[src/rtl/alu_issue_ctrl.sv]
// ALU issue controller: latches operands onto the ALU, waits LAT cycles, captures the result.
// Optional back-to-back issue from DONE is enabled by defining ALU_B2B_EN.
//
// state  | meaning
// -------+-------------------------------------------------------------
// S_IDLE | no op in flight, ready to accept a request
// S_WAIT | operands driven to ALU, counting down settle cycles
// S_DONE | result captured and presented downstream until accepted
module alu_issue_ctrl #(
  parameter int DATA_W = 32,
  parameter int OP_W   = 4,
  parameter int LAT    = 1
) (
  input  logic              clk,
  input  logic              reset,
  input  logic              req_valid,
  output logic              req_ready,
  input  logic [DATA_W-1:0] req_a,
  input  logic [DATA_W-1:0] req_b,
  input  logic [OP_W-1:0]   req_op,
  output logic [DATA_W-1:0] alu_a,
  output logic [DATA_W-1:0] alu_b,
  output logic [OP_W-1:0]   alu_op,
  input  logic [DATA_W-1:0] alu_result,
  input  logic              alu_zero,
  output logic              rsp_valid,
  input  logic              rsp_ready,
  output logic [DATA_W-1:0] rsp_data,
  output logic              rsp_zero,
  output logic              busy
);

  if (LAT < 1 || LAT > 15) begin : g_bad_lat
    $error("alu_issue_ctrl: LAT=%0d outside legal range 1..15", LAT);
  end

  localparam logic [3:0] LAT_CNT = 4'(LAT);

  typedef enum logic [1:0] {
    S_IDLE = 2'd0,
    S_WAIT = 2'd1,
    S_DONE = 2'd2
  } state_t;

  state_t              state_q,    state_d;
  logic [3:0]          cnt_q,      cnt_d;
  logic [DATA_W-1:0]   alu_a_q,    alu_a_d;
  logic [DATA_W-1:0]   alu_b_q,    alu_b_d;
  logic [OP_W-1:0]     alu_op_q,   alu_op_d;
  logic [DATA_W-1:0]   rsp_data_q, rsp_data_d;
  logic                rsp_zero_q, rsp_zero_d;
  logic                accept;

  // Reset gates ready so no handshake can complete during a reset cycle.
  always_comb begin
    req_ready = 1'b0;
    if (!reset) begin
      case (state_q)
        S_IDLE:  req_ready = 1'b1;
`ifdef ALU_B2B_EN
        S_DONE:  req_ready = rsp_ready;
`endif
        default: req_ready = 1'b0;
      endcase
    end
  end

  assign accept = req_valid && req_ready;

  always_comb begin
    state_d    = state_q;
    cnt_d      = cnt_q;
    alu_a_d    = alu_a_q;
    alu_b_d    = alu_b_q;
    alu_op_d   = alu_op_q;
    rsp_data_d = rsp_data_q;
    rsp_zero_d = rsp_zero_q;

    if (accept) begin
      alu_a_d  = req_a;
      alu_b_d  = req_b;
      alu_op_d = req_op;
      cnt_d    = LAT_CNT;
    end

    case (state_q)
      S_IDLE: begin
        if (accept) state_d = S_WAIT;
      end
      S_WAIT: begin
        cnt_d = cnt_q - 4'd1;
        if (cnt_q == 4'd1) begin
          rsp_data_d = alu_result;
          rsp_zero_d = alu_zero;
          state_d    = S_DONE;
        end
      end
      S_DONE: begin
        if (rsp_ready) state_d = accept ? S_WAIT : S_IDLE;
      end
      default: state_d = S_IDLE;
    endcase
  end

  always_ff @(posedge clk) begin
    if (reset) begin
      state_q    <= S_IDLE;
      cnt_q      <= '0;
      alu_a_q    <= '0;
      alu_b_q    <= '0;
      alu_op_q   <= '0;
      rsp_data_q <= '0;
      rsp_zero_q <= 1'b0;
    end else begin
      state_q    <= state_d;
      cnt_q      <= cnt_d;
      alu_a_q    <= alu_a_d;
      alu_b_q    <= alu_b_d;
      alu_op_q   <= alu_op_d;
      rsp_data_q <= rsp_data_d;
      rsp_zero_q <= rsp_zero_d;
    end
  end

  assign alu_a     = alu_a_q;
  assign alu_b     = alu_b_q;
  assign alu_op    = alu_op_q;
  assign rsp_data  = rsp_data_q;
  assign rsp_zero  = rsp_zero_q;
  assign rsp_valid = (state_q == S_DONE);
  assign busy      = (state_q != S_IDLE);

endmodule

[config.mk]
export PLATFORM = sky130hd
export DESIGN_NAME = alu_issue_ctrl
export DESIGN_NICKNAME = d
export VERILOG_FILES = /design/src/rtl/alu_issue_ctrl.sv
export SDC_FILE = /design/constraint.sdc
export NUM_CORES = 1
export LEC_CHECK = 0
export BUFFER_PORTS_ARGS = -buffer_cell sky130_fd_sc_hd__buf_4
export CORE_UTILIZATION = 45
export DETAILED_ROUTE_END_ITERATION = 10
export HOLD_SLACK_MARGIN = 0.15
export PLACE_DENSITY = 0.79
export SYNTH_ARGS = -nofsm -noshare
export SYNTH_HDL_FRONTEND = slang
export SYNTH_SLANG_ARGS = --single-unit
[constraint.sdc]
create_clock -name clk -period 3.87 [get_ports clk]
set_input_delay 0.9675 -clock clk [delete_from_list [all_inputs] [get_ports clk]]
set_output_delay 0.9675 -clock clk [all_outputs]
set_load 0.02 [all_outputs]
# Word-level counts from Yosys, hierarchy flattened
# Cells that the tools add are included.
# Widths: inputs -> output; s select.
# totals
reg_bits	107
input_bits	105
out_inout_bits	104
elab_cells	29
# op_classes
add_sub_neg	1
n_eq_ne	6
mux	9
n_reduce_logical	6
# op_table
op	count
$mux 4	2
$mux 2	3
$pmux 2 s3	1
$eq 4x1->1 const B	1
$ne 2x2->1 const B	2
$reduce_bool 2->1	2
$sub 4x1->4 const B	1
$mux 1	3
$reduce_and 3->1	1
$eq 2x1->1 const B	1
$eq 2x2->1 const B	1
$logic_not 2->1	1
$ne 2x1->1 const B	1
$reduce_and 2->1	1
$logic_and 1x1->1	1

# Logic depth before layout (Yosys ltp)
# Gate-level depths: netlist of the first run.
# depth
depth_word	7
depth_mapped	6
depth_no_buf	5

# Least setup slack after synthesis of the first run
# OpenSTA, ideal clock, no wires.
# synth_path
path_kind	input to output
from	in reset
to	out req_ready
arrival_ns	1.789
t_required_ns	2.903
slack_ns	1.114
path_stages	4
path_buffers	3
cell_sequence	buf_2 clkbuf_1 clkbuf_1 nor2_1
# synth_between
elab_chain_cells	1
# synth_lines
element	line_no	rtl
start, declared	15	input logic reset,
$mux 1	57	if (!reset) begin
end, declared	17	output logic req_ready,
# Every way passes these cells.

# Worst setup path after layout of the first run
# layout_path
from	reg state_q[0]
to	reg rsp_data_q[27], in the netlist rsp_data[27]
# layout_between
elab_chain_cells	2
# layout_lines
element	line_no	rtl
start, declared	45	state_t state_q, state_d;
start signal, assigned	115	state_q <= state_d;
$eq 2x1->1	86	case (state_q)
$reduce_and 2->1 (no source line)	n/a	
end signal, assigned	120	rsp_data_q <= rsp_data_d;
end, declared	50	logic [DATA_W-1:0] rsp_data_q, rsp_data_d;
# Every way passes these cells.
# A chain may end at the register's enable or synchronous reset.

==> qor.csv, run 1 <==
stage;metric;value;unit
run_status;status;completed;
drt;via/cell ratio;5.05;
setup_path;r2r setup slk;1.47;ns
setup_path;crit-path max FO;38;
logic_synthesis;Synth Flop Type;dfxtp_1;
hold_path;Hold Path Class;reg2reg;
setup_path;Crit path required time;4.05;ns
logic_synthesis;area leader, netlist;dfxtp_1;
power_and_ir_drop;peak supply drop;0.221;mV
power_and_ir_drop;Internal;1.73;mW
logic_synthesis;Post-synth EDFFs;0;
grt;initial antenna violation count;0;
sta;Final Skew;0.0106;ns
floorplan;Initial Util;0.475;
setup_path;Setup crit end;rsp_data[27]$_SDFFE_PP0P_;
sta;worst slew pin tran;1.01;ns
clock_network;post-cts sizing count;0;
logic_synthesis;top-area cell type share of the netlist area;0.508;
layout;fillcell total;726;
layout;antenna diode count;0;
placement;count of input and output buffers;208;
clock_network;# hold bufs at CTS;0;
grt;gr usage total;0.222;
placement;pre-CTS WS;1.46;ns
floorplan;area of the die;9770;µm²
drt;post-route ant nets;0;
drt;via count;3921;
drt;wirelength, routed;11100;µm
sta;final setup vio count;0;
floorplan;number of top-level pins;209;
logic_synthesis;Post-synth top cells;107 x dfxtp_1, 101 x nand2b_1, 86 x o21ai_0, 70 x nand2_1, 33 x nand4b_1;
drt;detailed-router iteration count before antenna repair;4;
power_and_ir_drop;Psw;676;µW
logic_synthesis;syn_area_per_cell;8.76;µm²
setup_path;reg2reg end;rsp_data[27]$_SDFFE_PP0P_;
sta;Fmax;417;MHz
placement;DP HPWL;7670;µm
floorplan;Core Rows;34;
clock_network;clock slew at reported path FFs;0.10;ns
sta;TNS Setup;0;ns
sta;Tcrit/Tclk final;0.619;
grt;largest net degree at the start of global routing;141;
drt;Remaining DRCs;0;
grt;global route overflow;0;
setup_path;Arr. time, crit path;2.58;ns
sta;Hold Slack;0.469;ns
power_and_ir_drop;P per Cell Area;402;nW/µm²
setup_path;Critical Path Slowest Stage Cell;and2_1;
power_and_ir_drop;Static Leak;2.54;nW
clock_network;Clock Sinks;107;
sta;Final Hold Violating Endpoints;0;
power_and_ir_drop;Clk pwr share;0.280;
layout;Reg area;2140;µm²
logic_synthesis;synthesized area;4220;µm²
logic_synthesis;count leader, synth;dfxtp_1;
layout;nets@finish;771;
setup_path;CP cell instances;nor2b_2 -> buf_4 -> and2_1 -> o21ai_0;
setup_path;CP bufs+invs;1;
drt;DRT iter0 DRCs;159;
layout;area growth from synthesis to layout;41.6;%
grt;vias in the first global route;3636;
logic_synthesis;Synthesized Nets;589;
clock_network;CTS max path bufs;2;
floorplan;Core Footprint;8890;µm²
logic_synthesis;Async SR Flop Fraction;0;
setup_path;crit-path max cell delay;0.84;ns
sta;final slew viol count;0;
layout;final core utilization;0.672;
clock_network;root buffer cell;clkbuf_8;
power_and_ir_drop;sequential cell fraction of total power;0.512;
setup_path;CP Capture Type;register;
logic_synthesis;Syn Inst Count;482;
setup_path;CP Launch Point;state_q[0]$_SDFFE_PP0P_;
logic_synthesis;FF+latch count, synth;107;
setup_path;Critical R2R Launch;state_q[0]$_SDFFE_PP0P_;
power_and_ir_drop;Pwr Total;2.40;mW
logic_synthesis;Seq/Total Area, Yosys;0.508;
power_and_ir_drop;Logic pwr share;0.207;
clock_network;Skew-Pair Late Insertion Delay;0.35;ns
setup_path;Critical Path Source Type;register;
setup_path;R2R depth;4;
setup_path;Top delay family on crit path;simple AND/OR/NAND/NOR gates;
grt;first-pass GRT wire length;17300;µm
drt;WL/cell;14.3;µm
hold_path;Hold Startpoint;alu_b[11]$_SDFFE_PP0P_;
layout;fraction of layout cells with a size suffix above 1;0.344;
clock_network;CTS tree;done;
placement;Final GP Congestion;0.720;
layout;multi-input logic area;1890;µm²
power_and_ir_drop;Switching Fraction;0.281;
logic_synthesis;top cells by area, synth;dfxtp_1 51%, nand2b_1 15%, o21ai_0 10%;
setup_path;kind of critical path;reg2reg;
clock_network;setup bufs post-CTS;0;
sta;RSZ-0062 raised after global routing;no;
sta;Period minus WS final;2.40;ns
clock_network;H-tree depth;3;
logic_synthesis;distinct cell type count after synthesis;28;
logic_synthesis;Synth warnings;0;
clock_network;CTS buffer count;9;
floorplan;Die Ht;98.8;µm
sta;Final Worst Setup Slack;1.47;ns
floorplan;Die X-Extent;98.8;µm
setup_path;WP depth;4;
sta;Worst slew margin;0.328;
run;Max Cap Viol;0;
[metal layers]
metal | global-route usage | vias to the layer above | wire [µm]
li1 | - | 1959 | -
met1 | 0.266 | 1800 | 4530
met2 | 0.371 | 158 | 5420
met3 | 0.0872 | 4 | 1100
met4 | 0.0608 | 0 | 83
met5 | 0 | - | 0
[area by class of cell]
cell class | count | area share
clock buffers | 11 | 0.0237
clock inverters | 4 | 0.00858
inverters | 4 | 0.00251
multi-input cells | 330 | 0.316
flip-flops and latches | 107 | 0.358
well taps | 108 | 0.0226
repair buffers | 212 | 0.268
[power groups by stage]
stage | Combinational (mW) | Clock [mW] | Sequential (mW)
final | 0.499 | 0.674 | 1.23
after global routing | 0.538 | 0.744 | 1.24
after CTS | 0.503 | 0.690 | 1.23
after detailed placement | 0.501 | 0 | 1.26
after global placement | 0.490 | 0 | 1.25
after floorplan | 0.174 | 0 | 1.34
[registers in the layout, indices dropped and copies added (netlist names)]
register	cells
alu_b	32
rsp_zero	1
state_q	2
alu_op	4
rsp_data	32
alu_a	32
cnt_q	4
[stage by stage]
step / std cells / cell area (µm²)
floorplan: 482 / 4220
global placement: 761 / 5780
detailed placement: 761 / 5780
CTS: 776 / 5980
global route: 776 / 5980
finish: 776 / 5980
[worst min path at each step]
stage | endpoint | cells after the start
after floorplan | cnt_q[0]$_SDFFE_PP0P_ | 2
after global placement | alu_b[4]$_SDFFE_PP0P_ | 2
after detailed placement | alu_b[11]$_SDFFE_PP0P_ | 2
after CTS | alu_b[11]$_SDFFE_PP0P_ | 2
after global routing | alu_b[14]$_SDFFE_PP0P_ | 2
final | alu_b[11]$_SDFFE_PP0P_ | 2
[layout by cell type, fill, tap and decap left out]
cell type / instances
nand2b_1: 101
o21bai_1: 1
nand3b_1: 3
clkinvlp_4: 1
o21ai_1: 15
a31oi_1: 2
a22oi_1: 2
buf_12: 1
nor3b_4: 1
clkinv_2: 1
a211oi_1: 1
nor2b_1: 1
or2_2: 1
nand2_1: 70
a21o_1: 1
nor4b_4: 1
nor2b_2: 1
clkbuf_1: 1
nand3_1: 1
inv_1: 4
nand4b_1: 33
o21ai_0: 86
nor2_1: 4
nor3_1: 1
and2_1: 1
buf_4: 211
bufinv_16: 1
a21oi_1: 1
ha_1: 2
clkinv_4: 1
dfxtp_1: 107
clkbuf_8: 10
[worst min-delay path: stages (launching register included)]
cell and delay, ns:
dfxtp_1 0.32, nand2b_1 0.06, o21ai_1 0.05
[cell families (layout without fill, tap and decap cells)]
| logic type | Yosys count | in the layout | synth area share |
|---|---|---|---|
| compound gates | 109 | 109 | 0.133 |
| fa+ha+maj | 2 | 2 | 0.00593 |
| buf+inv | 45 | 231 | 0.0474 |
| flops | 107 | 107 | 0.508 |
| simple gates | 219 | 219 | 0.306 |
Note: power is estimated with default switching activity, not from simulation.
==> inputs of run 2 (changes only) <==
--- a/config.mk
+++ b/config.mk
@@ -6,10 +6,10 @@
 export NUM_CORES = 1
 export LEC_CHECK = 0
 export BUFFER_PORTS_ARGS = -buffer_cell sky130_fd_sc_hd__buf_4
-export CORE_UTILIZATION = 45
+export CORE_UTILIZATION = 41
 export DETAILED_ROUTE_END_ITERATION = 10
 export HOLD_SLACK_MARGIN = 0.15
-export PLACE_DENSITY = 0.79
+export PLACE_DENSITY = 0.76
 export SYNTH_ARGS = -nofsm -noshare
 export SYNTH_HDL_FRONTEND = slang
 export SYNTH_SLANG_ARGS = --single-unit
==> constraint.sdc (replaced) <==
create_clock -name clk -period 2.2 [get_ports clk]
set_input_delay 0.55 -clock clk [delete_from_list [all_inputs] [get_ports clk]]
set_output_delay 0.55 -clock clk [all_outputs]
set_load 0.02 [all_outputs]
==> qor.csv, run 2 (synthesis gave the netlist of run 1 again) <==
stage;metric;value;unit
run_status;status;completed;
grt;gr usage total;0.191;
setup_path;Setup crit end;rsp_data[28]$_SDFFE_PP0P_;
setup_path;crit-path max FO;33;
drt;Remaining DRCs;0;
setup_path;reg2reg end;rsp_data[28]$_SDFFE_PP0P_;
grt;first-pass GRT wire length;16200;µm
floorplan;area of the die;10700;µm²
clock_network;root buffer cell;clkbuf_8;
drt;via/cell ratio;4.84;
placement;DP HPWL;7300;µm
setup_path;R2R depth;5;
sta;Final Worst Setup Slack;0.281;ns
power_and_ir_drop;Switching Fraction;0.279;
grt;largest net degree at the start of global routing;137;
sta;RSZ-0062 raised after global routing;no;
placement;pre-CTS WS;0.210;ns
layout;fillcell total;854;
hold_path;Hold Path Class;in2reg;
sta;Fmax;521;MHz
floorplan;Core Footprint;9860;µm²
layout;most frequent cells in the layout;212 x buf_4, 107 x dfxtp_1, 101 x nand2b_1, 86 x o21ai_0, 70 x nand2_1;
hold_path;Hold Path Stages;3;
clock_network;CTS max path bufs;2;
layout;Reg area;2140;µm²
sta;Period minus WS final;1.92;ns
floorplan;Die X-Extent;103;µm
layout;multi-input logic area;1890;µm²
layout;area growth from synthesis to layout;42.5;%
grt;vias in the first global route;3588;
layout;antenna diode count;0;
sta;Final Hold Violating Endpoints;0;
floorplan;Die Ht;103;µm
setup_path;CP Capture Type;register;
power_and_ir_drop;Clk pwr share;0.280;
sta;TNS Setup;0;ns
sta;worst slew pin tran;0.953;ns
power_and_ir_drop;Pwr Total;4.22;mW
clock_network;Clock Sinks;107;
setup_path;Crit path required time;2.40;ns
clock_network;clock slew at reported path FFs;0.10;ns
drt;post-route ant nets;0;
sta;Tcrit/Tclk final;0.872;
sta;final slew viol count;0;
floorplan;Core Rows;36;
clock_network;H-tree depth;3;
power_and_ir_drop;Static Leak;2.54;nW
run;Max Cap Viol;0;
clock_network;CTS buffer count;9;
drt;wirelength, routed;10500;µm
placement;count of input and output buffers;208;
layout;fraction of layout cells with a size suffix above 1;0.345;
grt;initial antenna violation count;0;
drt;WL/cell;13.1;µm
power_and_ir_drop;Internal;3.04;mW
layout;nets@finish;772;
drt;via count;3883;
power_and_ir_drop;sequential cell fraction of total power;0.514;
placement;Final GP Congestion;0.712;
power_and_ir_drop;P per Cell Area;701;nW/µm²
power_and_ir_drop;Psw;1.18;mW
power_and_ir_drop;peak supply drop;0.340;mV
clock_network;post-cts sizing count;0;
sta;Worst slew margin;0.365;
setup_path;Critical Path Source Type;register;
power_and_ir_drop;Logic pwr share;0.206;
drt;detailed-router iteration count before antenna repair;4;
setup_path;kind of critical path;reg2reg;
layout;most common cell after layout, fill and taps aside;buf_4;
setup_path;Critical R2R Launch;cnt_q[1]$_SDFFE_PP0P_;
clock_network;CTS tree;done;
drt;DRT iter0 DRCs;94;
clock_network;Skew-Pair Late Insertion Delay;0.35;ns
sta;final setup vio count;0;
sta;Final Skew;0.0141;ns
floorplan;number of top-level pins;209;
clock_network;# hold bufs at CTS;0;
setup_path;Arr. time, crit path;2.12;ns
setup_path;r2r setup slk;0.28;ns
floorplan;Initial Util;0.428;
grt;global route overflow;0;
clock_network;setup bufs post-CTS;0;
setup_path;CP Launch Point;cnt_q[1]$_SDFFE_PP0P_;
## run 2: how the worst min path moves through the flow
| stage | start | to | slack [ns] |
|---|---|---|---|
| after floorplan | cnt_q[0]$_SDFFE_PP0P_ | cnt_q[0]$_SDFFE_PP0P_ | 0.48 |
| final | req_a[22] | alu_a[22]$_SDFFE_PP0P_ | 0.38 |
| after global routing | req_a[22] | alu_a[22]$_SDFFE_PP0P_ | 0.38 |
| after CTS | req_b[29] | alu_b[29]$_SDFFE_PP0P_ | 0.36 |
| after detailed placement | alu_b[16]$_SDFFE_PP0P_ | alu_b[16]$_SDFFE_PP0P_ | 0.46 |
| after global placement | alu_b[8]$_SDFFE_PP0P_ | alu_b[8]$_SDFFE_PP0P_ | 0.45 |
## run 2: per-stage QoR
stage,hold slack (ns),cell area (µm²),util,cells
final,0.384,6010,0.610,802
after CTS,0.360,6010,0.610,802
after detailed placement,0.457,5820,0.590,787
after global routing,0.378,6010,0.610,802
after floorplan,0.478,4220,-,482
after global placement,0.452,5820,0.590,787
## run 2: area by class of cell
class | instances | area share
Clock buffer | 11 | 0.0235
Multi-Input combinational cell | 330 | 0.314
Sequential cell | 107 | 0.356
Tap cell | 133 | 0.0277
Timing Repair Buffer | 213 | 0.268
Inverter | 4 | 0.00250
Clock inverter | 4 | 0.00853
## run 2: routing by layer
layer,vias up,part of all wire,global-route usage
li1,1963,-,-
met1,1754,0.41,0.229
met2,152,0.47,0.322
met3,14,0.098,0.0558
met4,0,0.016,0.0693
met5,-,0,0
## run 2: critical path, cell delays in order (launching register included)
cell and delay, ns:
dfxtp_1 0.33, inv_1 0.08, ha_1 0.15, nor3b_4 0.19, and2_1 0.78, o21ai_0 0.24
## run 2: power groups by stage
stage          Sequential (mW)  Combinational (mW)  Clock (mW)
6_report                  2.17               0.871        1.18
5_1_grt                   2.19               0.947        1.31
4_1_cts                   2.17               0.880        1.23
3_5_place_dp              2.21               0.879           0
3_3_place_gp              2.20               0.866           0
2_1_floorplan             2.35               0.306           0
